[src/rtl/change_dispenser_pkg.sv]
// Shared definitions for the change dispenser: coin codes, coin values,
// FSM state encoding and the timer width.
package change_dispenser_pkg;

  localparam logic [2:0] COIN_1 = 3'b001;
  localparam logic [2:0] COIN_2 = 3'b010;
  localparam logic [2:0] COIN_5 = 3'b100;

  localparam logic [7:0] VAL_1 = 8'd1;
  localparam logic [7:0] VAL_2 = 8'd2;
  localparam logic [7:0] VAL_5 = 8'd5;

  localparam int TIMER_W = 8;

  typedef enum logic [2:0] {
    S_IDLE   = 3'd0,
    S_SELECT = 3'd1,
    S_PULSE  = 3'd2,
    S_GAP    = 3'd3,
    S_DONE   = 3'd4
  } state_t;

  function automatic logic [7:0] coin_value(input logic [2:0] code);
    case (code)
      COIN_1:  coin_value = VAL_1;
      COIN_2:  coin_value = VAL_2;
      COIN_5:  coin_value = VAL_5;
      default: coin_value = 8'd0;
    endcase
  endfunction

endpackage

[src/rtl/change_dispenser_pulse_timer.sv]
// Loadable down-counter; zero is high while the count is at 0.
// A load takes priority over counting.
module change_dispenser_pulse_timer
  import change_dispenser_pkg::*;
(
  input  logic               clk,
  input  logic               reset,
  input  logic               load,
  input  logic [TIMER_W-1:0] load_val,
  output logic               zero
);

  logic [TIMER_W-1:0] cnt;

  always_ff @(posedge clk) begin
    if (reset) begin
      cnt <= '0;
    end else if (load) begin
      cnt <= load_val;
    end else if (cnt != '0) begin
      cnt <= cnt - TIMER_W'(1);
    end
  end

  assign zero = (cnt == '0);

endmodule

[src/rtl/change_dispenser.sv]
// Pays out a change amount as timed coin pulses from a 5/2/1 zl hopper,
// greedy largest-coin-first, tracking per-tube stock.
//
// state    | meaning
// ---------+--------------------------------------------------------------
// S_IDLE   | waiting for change_valid; refill accepted here only
// S_SELECT | pick largest stocked coin <= remaining, or finish
// S_PULSE  | coin_out held high for PULSE_CYCLES
// S_GAP    | coin_out low for GAP_CYCLES before next selection
// S_DONE   | one-cycle done pulse, shortfall/error registered
module change_dispenser
  import change_dispenser_pkg::*;
#(
  parameter int PULSE_CYCLES = 2,
  parameter int GAP_CYCLES   = 1,
  parameter int CNT_W        = 8,
  parameter int INIT_CNT     = 10
) (
  input  logic       clk,
  input  logic       reset,
  input  logic       change_valid,
  input  logic [7:0] change_amount,
  input  logic       refill,
  output logic [2:0] coin_out,
  output logic       busy,
  output logic       done,
  output logic       error,
  output logic [7:0] shortfall,
  output logic [2:0] tube_empty
);

  state_t             state;
  logic [7:0]         remaining;
  logic [CNT_W-1:0]   tube_1;
  logic [CNT_W-1:0]   tube_2;
  logic [CNT_W-1:0]   tube_5;
  logic [2:0]         pick;
  logic [7:0]         pick_val;
  logic               timer_load;
  logic [TIMER_W-1:0] timer_val;
  logic               timer_zero;

  // Greedy choice; the <= remaining test keeps remaining from underflowing.
  always_comb begin
    pick = 3'b000;
    if (remaining >= VAL_5 && tube_5 != '0) begin
      pick = COIN_5;
    end else if (remaining >= VAL_2 && tube_2 != '0) begin
      pick = COIN_2;
    end else if (remaining >= VAL_1 && tube_1 != '0) begin
      pick = COIN_1;
    end
  end

  assign pick_val = coin_value(pick);

  always_comb begin
    timer_load = 1'b0;
    timer_val  = '0;
    if (state == S_SELECT && pick != 3'b000) begin
      timer_load = 1'b1;
      timer_val  = TIMER_W'(PULSE_CYCLES - 1);
    end else if (state == S_PULSE && timer_zero) begin
      timer_load = 1'b1;
      timer_val  = TIMER_W'(GAP_CYCLES - 1);
    end
  end

  change_dispenser_pulse_timer u_timer (
    .clk      (clk),
    .reset    (reset),
    .load     (timer_load),
    .load_val (timer_val),
    .zero     (timer_zero)
  );

  always_ff @(posedge clk) begin
    if (reset) begin
      state     <= S_IDLE;
      remaining <= 8'd0;
      coin_out  <= 3'b000;
      done      <= 1'b0;
      error     <= 1'b0;
      shortfall <= 8'd0;
      tube_1    <= CNT_W'(INIT_CNT);
      tube_2    <= CNT_W'(INIT_CNT);
      tube_5    <= CNT_W'(INIT_CNT);
    end else begin
      done <= 1'b0;
      case (state)
        S_IDLE: begin
          if (refill) begin
            tube_1 <= CNT_W'(INIT_CNT);
            tube_2 <= CNT_W'(INIT_CNT);
            tube_5 <= CNT_W'(INIT_CNT);
          end
          if (change_valid) begin
            remaining <= change_amount;
            state     <= S_SELECT;
          end
        end
        S_SELECT: begin
          if (pick != 3'b000) begin
            coin_out  <= pick;
            remaining <= remaining - pick_val;
            state     <= S_PULSE;
            case (pick)
              COIN_5:  tube_5 <= tube_5 - CNT_W'(1);
              COIN_2:  tube_2 <= tube_2 - CNT_W'(1);
              default: tube_1 <= tube_1 - CNT_W'(1);
            endcase
          end else begin
            // Either fully paid or nothing left that fits: report what is owed.
            done      <= 1'b1;
            shortfall <= remaining;
            error     <= (remaining != 8'd0);
            state     <= S_DONE;
          end
        end
        S_PULSE: begin
          if (timer_zero) begin
            coin_out <= 3'b000;
            state    <= S_GAP;
          end
        end
        S_GAP: begin
          if (timer_zero) begin
            state <= S_SELECT;
          end
        end
        S_DONE: begin
          state <= S_IDLE;
        end
        default: begin
          state    <= S_IDLE;
          coin_out <= 3'b000;
        end
      endcase
    end
  end

  assign busy       = (state != S_IDLE);
  assign tube_empty = {tube_5 == '0, tube_2 == '0, tube_1 == '0};

endmodule
[config.mk]
export PLATFORM = sky130hd
export DESIGN_NAME = change_dispenser
export DESIGN_NICKNAME = d
export VERILOG_FILES = /design/src/rtl/change_dispenser_pkg.sv /design/src/rtl/change_dispenser_pulse_timer.sv /design/src/rtl/change_dispenser.sv
export SDC_FILE = /design/constraint.sdc
export NUM_CORES = 1
export LEC_CHECK = 0
export CAP_MARGIN = 5
export CORE_ASPECT_RATIO = 0.6
export CORE_MARGIN = 2
export CORE_UTILIZATION = 57
export CTS_CLUSTER_DIAMETER = 120
export DETAILED_ROUTE_END_ITERATION = 12
export GPL_ROUTABILITY_DRIVEN = 0
export PLACE_DENSITY = 0.76
export REMOVE_ABC_BUFFERS = 1
export SETUP_SLACK_MARGIN = 0.02
export SLEW_MARGIN = 10
export SYNTH_ARGS = -nofsm -noshare
export SYNTH_HDL_FRONTEND = slang
export SYNTH_SLANG_ARGS = --single-unit
[constraint.sdc]
create_clock -name clk -period 3.7 [get_ports clk]
set_input_delay 0.925 -clock clk [delete_from_list [all_inputs] [get_ports clk]]
set_output_delay 0.925 -clock clk [all_outputs]
set_load 0.05 [all_outputs]
After elaboration in Yosys (flattened, before gate mapping)
Cells that the tools add are included.

Word-level logic and storage cells: 96. Input bits: 12. Register bits: 56.

Add/sub/neg operators: 5. Eq/ne operators: 15. Reduce and logical (&&, ||, !) cells: 29. $lt $le $gt $ge: 3. Multiplexer cells: 31. Bitwise logic cells: 3.

Operators with widths (count): two-way mux 8 bit (11); case mux 8 bit (2 select lines) (4); nonzero test 8 bit (5); zero test 8 bit (4); subtractor 8 x 1 -> 8 bit, second input constant (4); two-way mux 3 bit (7); case mux 3 bit (3 select lines) (2); case mux 3 bit (4 select lines) (1); AND reduction 4 bit (3); inequality test 2 bit, second input constant (5); equality test 3 x 2 -> 1 bit, second input constant (3); AND reduction 3 bit (3); >= comparator 8 x 1 -> 1 bit, second input constant (1); >= comparator 8 x 2 -> 1 bit, second input constant (1); >= comparator 8 x 3 -> 1 bit, second input constant (1); subtractor 8 bit (1); equality test 3 x 1 -> 1 bit, second input constant (2); equality test 3 bit, second input constant (2); inequality test 2 x 1 -> 1 bit, second input constant (3); nonzero test 3 bit (2); logical AND 1 bit (5); two-way mux 1 bit (5); nonzero test 2 bit (2); OR reduction 2 bit (2); 5 further kinds (7).

Depth between registers and ports, before layout
Depth after elaboration: 10. Gate-level depth with buffers: 13. Depth with buffers taken out: 13.

By module
A second synthesis with hierarchy kept.

Cell total of the unflattened synthesis: 379. Area total of the unflattened synthesis: 3108.0 um^2.

By module, submodules not included: change_dispenser (sequential area each 960.9 um^2, area each 2632.5 um^2, times used 1, cells each 326); change_dispenser_pulse_timer (sequential area each 160.2 um^2, area each 475.5 um^2, times used 1, cells each 53).

Worst setup path before layout
Ideal clock, no wire load.

Path type: reg2reg. Start point: reg tube_2[0]. End point: reg remaining[3]. Stages on the path, launching flop included: 13. Setup time: 0.067 ns. Data arrival time: 2.700 ns. Path buffers: 0. Setup slack: 0.933 ns. Path through: dfxtp_1 -> inv_1 -> ha_1 -> nor3b_1 -> a22o_2 -> a21oi_2 -> inv_2 -> ha_1 -> nor2b_1 -> o21ai_0 -> nor4b_1 -> mux2_4 -> a21oi_2.

Cells in the longest elaborated chain, start to end: 9. Elaborated cells between the ends (all ways): 14.

RTL lines: start: declaration (RTL line change_dispenser.sv:35) `logic [CNT_W-1:0] tube_2;`; start signal: assignment (RTL line change_dispenser.sv:86) `tube_2 <= CNT_W'(INIT_CNT);`; start signal: assignment (RTL line change_dispenser.sv:94) `tube_2 <= CNT_W'(INIT_CNT);`; start signal: assignment (RTL line change_dispenser.sv:109) `COIN_2: tube_2 <= tube_2 - CNT_W'(1);`; nonzero test 8 bit * (RTL line change_dispenser.sv:48) `end else if (remaining >= VAL_2 && tube_2 != '0) begin`; logical AND 1 bit * (RTL line change_dispenser.sv:48); two-way mux 2 bit * (RTL line change_dispenser.sv:48); two-way mux 3 bit * (RTL line change_dispenser.sv:46) `if (remaining >= VAL_5 && tube_5 != '0) begin`; equality test 3 bit, or another cell as far along (RTL line change_dispenser_pkg.sv:24) `case (code)`; case mux 3 bit (3 select lines) (RTL line change_dispenser_pkg.sv:24); subtractor 8 bit (RTL line change_dispenser.sv:105) `remaining <= remaining - pick_val;`; two-way mux 8 bit (RTL line change_dispenser.sv:103) `if (pick != 3'b000) begin`; case mux 8 bit (2 select lines) (RTL line change_dispenser.sv:90) `case (state)`; end signal: assignment (RTL line change_dispenser.sv:98) `remaining <= change_amount;`; end signal: assignment (RTL line change_dispenser.sv:105); end: declaration (RTL line change_dispenser.sv:33) `logic [7:0] remaining;`.

Every way passes the cells marked *; elsewhere a longest branch is shown, timed or not. The select of a mux whose other input is x is not followed. A chain may end at the register's enable or synchronous reset.

Worst setup path in the final report
Start point: reg tube_2[0]. End point: out tube_empty[1].

Cells in the longest elaborated chain, start to end: 1.

RTL lines: zero test 8 bit (RTL line change_dispenser.sv:143) `assign tube_empty = {tube_5 == '0, tube_2 == '0, tube_1 == '0};`; end: declaration (RTL line change_dispenser.sv:29) `output logic [2:0] tube_empty`.

No other way between the ends.

==> impl_metrics.ini <==
[run_status]
outcome = finished, final reports clean

[worst_hold_path]
hp-class = flop to flop
min_path_cells = 2

[floorplan]
start_util = 0.587
num_rows = 20
die_h_um = 59.7
die_area_um2 = 5790
fp.dieW_um = 96.9
fp.coreArea_um2 = 5030
io_pins = 29

[setup_path]
worstSetupPathType = flop to primary output
cp.required_ns = 2.77
rr_worst_depth = 12
start_kind = flop
arrival_ns = 2.46
worstSetupEndpointType = primary output
crit_path_max_fanout = 5

[power_and_ir_drop]
powerDensity_nw_per_um2 = 665
p_comb_frac = 0.481
pwr-share-seq = 0.362
swShare = 0.432
peakVddDrop_v = 0.000607
internal_power_w = 0.00128
p_switching_w = 0.000972
power.share.clock = 0.157
p_leak_nw = 1.23

[yosys]
yosysTopAreaCell = dfxtp_1
synth_top_flop_cell = dfxtp_1
synth.cell_area_um2 = 2950
synth_edf_count = 0
yosysMostFrequentCell = dfxtp_1
ys_warn_count = 0
ys_ff_latch = 56
syn_avg_cell_area_um2 = 8.53
synth_top_cell_area_share = 0.380
synth_area_leaders = dfxtp_1 (38%), nor2_1 (5.6%), nand2_1 (4.8%)
yosys-top-cells-count = dfxtp_1 (56), nor2_1 (44), nand2_1 (38)
ys_seq_area_frac = 0.380
syn_inst = 346
postSynth.asyncResetShare = 0
ys_types = 64

[sta]
finalClockSkew_ns = 0.0103
hold_viol = 0
setup-tns-final_ns = 0
min_period_ns = 3.38
max_freq_mhz = 296
relSlewSlack = 0.480
slew_violations = 0
finalSetupViolCount = 0
rsz0062_at_grt = no
tightest_slew_ns = 0.778
finalCritPeriodShare = 0.915

[drt]
route.detailed.drc = 0
wl_um = 6480
drt_iter0_drc = 150
dr_total_vias = 2521
wl_per_cell_um = 14.7
via_per_inst = 5.73
firstDrtPassIters = 4
ant_nets = 0

[placed_design]
dpl.hpwl_um = 4820
portBuffers = 28

[clocking]
cts_max_level = 2
cts_root_buffer = clkbuf_8
cts_tree = done
cts_hold_buf = 0
cts.path.max_buffers = 2
cts_buffers = 5
postCtsSetupBuffers = 0
worstSkewPairLatency_ns = 0.32
cts_resized = 0
clkSinkCount = 56
clkSlewWorstSetupHoldPaths_ns = 0.10

[grt]
grtUsageTotal = 0.236
grt_pass1_wl_um = 10800
first_global_vias = 2208
grt_start_max_net_pins = 18
antenna_found_initial = 0
grt.overflow.total = 0

[finish]
area_growth_pct = 14.7
multi_input_area_um2 = 1720
antenna_cells = 0
layout.area.seq_um2 = 1120
fin_nets = 393
drive_gt1_frac = 0.102
final_util = 0.673
fill_cells = 447

[flow_run]
cap_violations = 0
## routing by layer
metal  wire [um]  up-vias  track usage
li1            -     1275            -
met1        3410     1179        0.336
met2        2660       56        0.356
met3         314       11       0.0526
met4         102        0       0.0825
met5           0        -            0
## cells in the final DEF, fill, tap and decap left out, types with 3 or more instances in the layout
cell type	n
a211oi_1	3
a21oi_1	24
a21oi_2	3
a31oi_1	4
buf_4	3
clkbuf_8	6
clkdlybuf4s50_1	28
dfxtp_1	56
ha_1	7
inv_1	16
nand2_1	38
nand3_1	9
nand3b_1	3
nand4_1	5
nor2_1	44
nor2_2	3
nor2b_1	3
nor3_1	15
nor3b_1	3
nor4_1	7
nor4_4	3
o211ai_1	3
o21ai_0	8
or3_1	5
xnor2_1	13
xor2_1	11
## power groups by stage
stage          clock network [W]  registers, W  logic (W)
6_report                0.000354      0.000814    0.00108
5_1_grt                 0.000379      0.000833    0.00120
4_1_cts                 0.000355      0.000813    0.00108
3_5_place_dp                   0      0.000827    0.00107
3_3_place_gp                   0      0.000823    0.00104
2_1_floorplan                  0      0.000820   0.000832
## sequential cells by signal, indices dropped and copies added, names as in the netlist
register and cells:
tube_5 8, remaining 8, tube_2 8, u_timer.cnt 8, done 1, error 1, shortfall 8, tube_1 8
coin_out 3, state 3
## per-stage QoR
stage / power [W] / area [um^2] / hold WS [ns] / cells / worst slack, ns
2_1_floorplan: 0.00165 / 2910 / 0.453 / 335 / 0.934
3_3_place_gp: 0.00186 / 3290 / 0.442 / 432 / 0.705
3_5_place_dp: 0.00190 / 3290 / 0.444 / 432 / 0.473
4_1_cts: 0.00225 / 3380 / 0.456 / 440 / 0.342
5_1_grt: 0.00241 / 3380 / 0.473 / 440 / 0.140
6_report: 0.00225 / 3380 / 0.454 / 440 / 0.316
## critical path, stage by stage (launching register included)
cell,delay [ns]
dfxtp_1,0.35
inv_1,0.07
ha_1,0.16
nor3b_1,0.53
and2_1,0.22
clkdlybuf4s50_1,0.81
## layout make-up
class                      instances  share of cell area
multi-input combinational        262               0.509
sequential                        56               0.331
timing repair buffer              31              0.0895
clock buffer                       8              0.0266
tap                               66              0.0244
inverter                          17              0.0189
## kinds of logic after synthesis
kind of cell	share of synthesized area
simple gates	0.296
compound gates	0.171
flops	0.380
buf+inv	0.0360
xor+xnor	0.0712
fa+ha+maj	0.0365
mux	0.00890
## path summary, 6_finish.rpt
check / to / slack [ns] / startpoint
worst max-delay path: tube_empty[1] / 0.32 / tube_2[0]
worst min-delay path: shortfall[6] / 0.45 / shortfall[6]
worst max register to register: remaining[6] / 0.39 / tube_2[0]
worst min register to register: shortfall[6] / 0.45 / shortfall[6]
(Power assumes the default switching activity.)
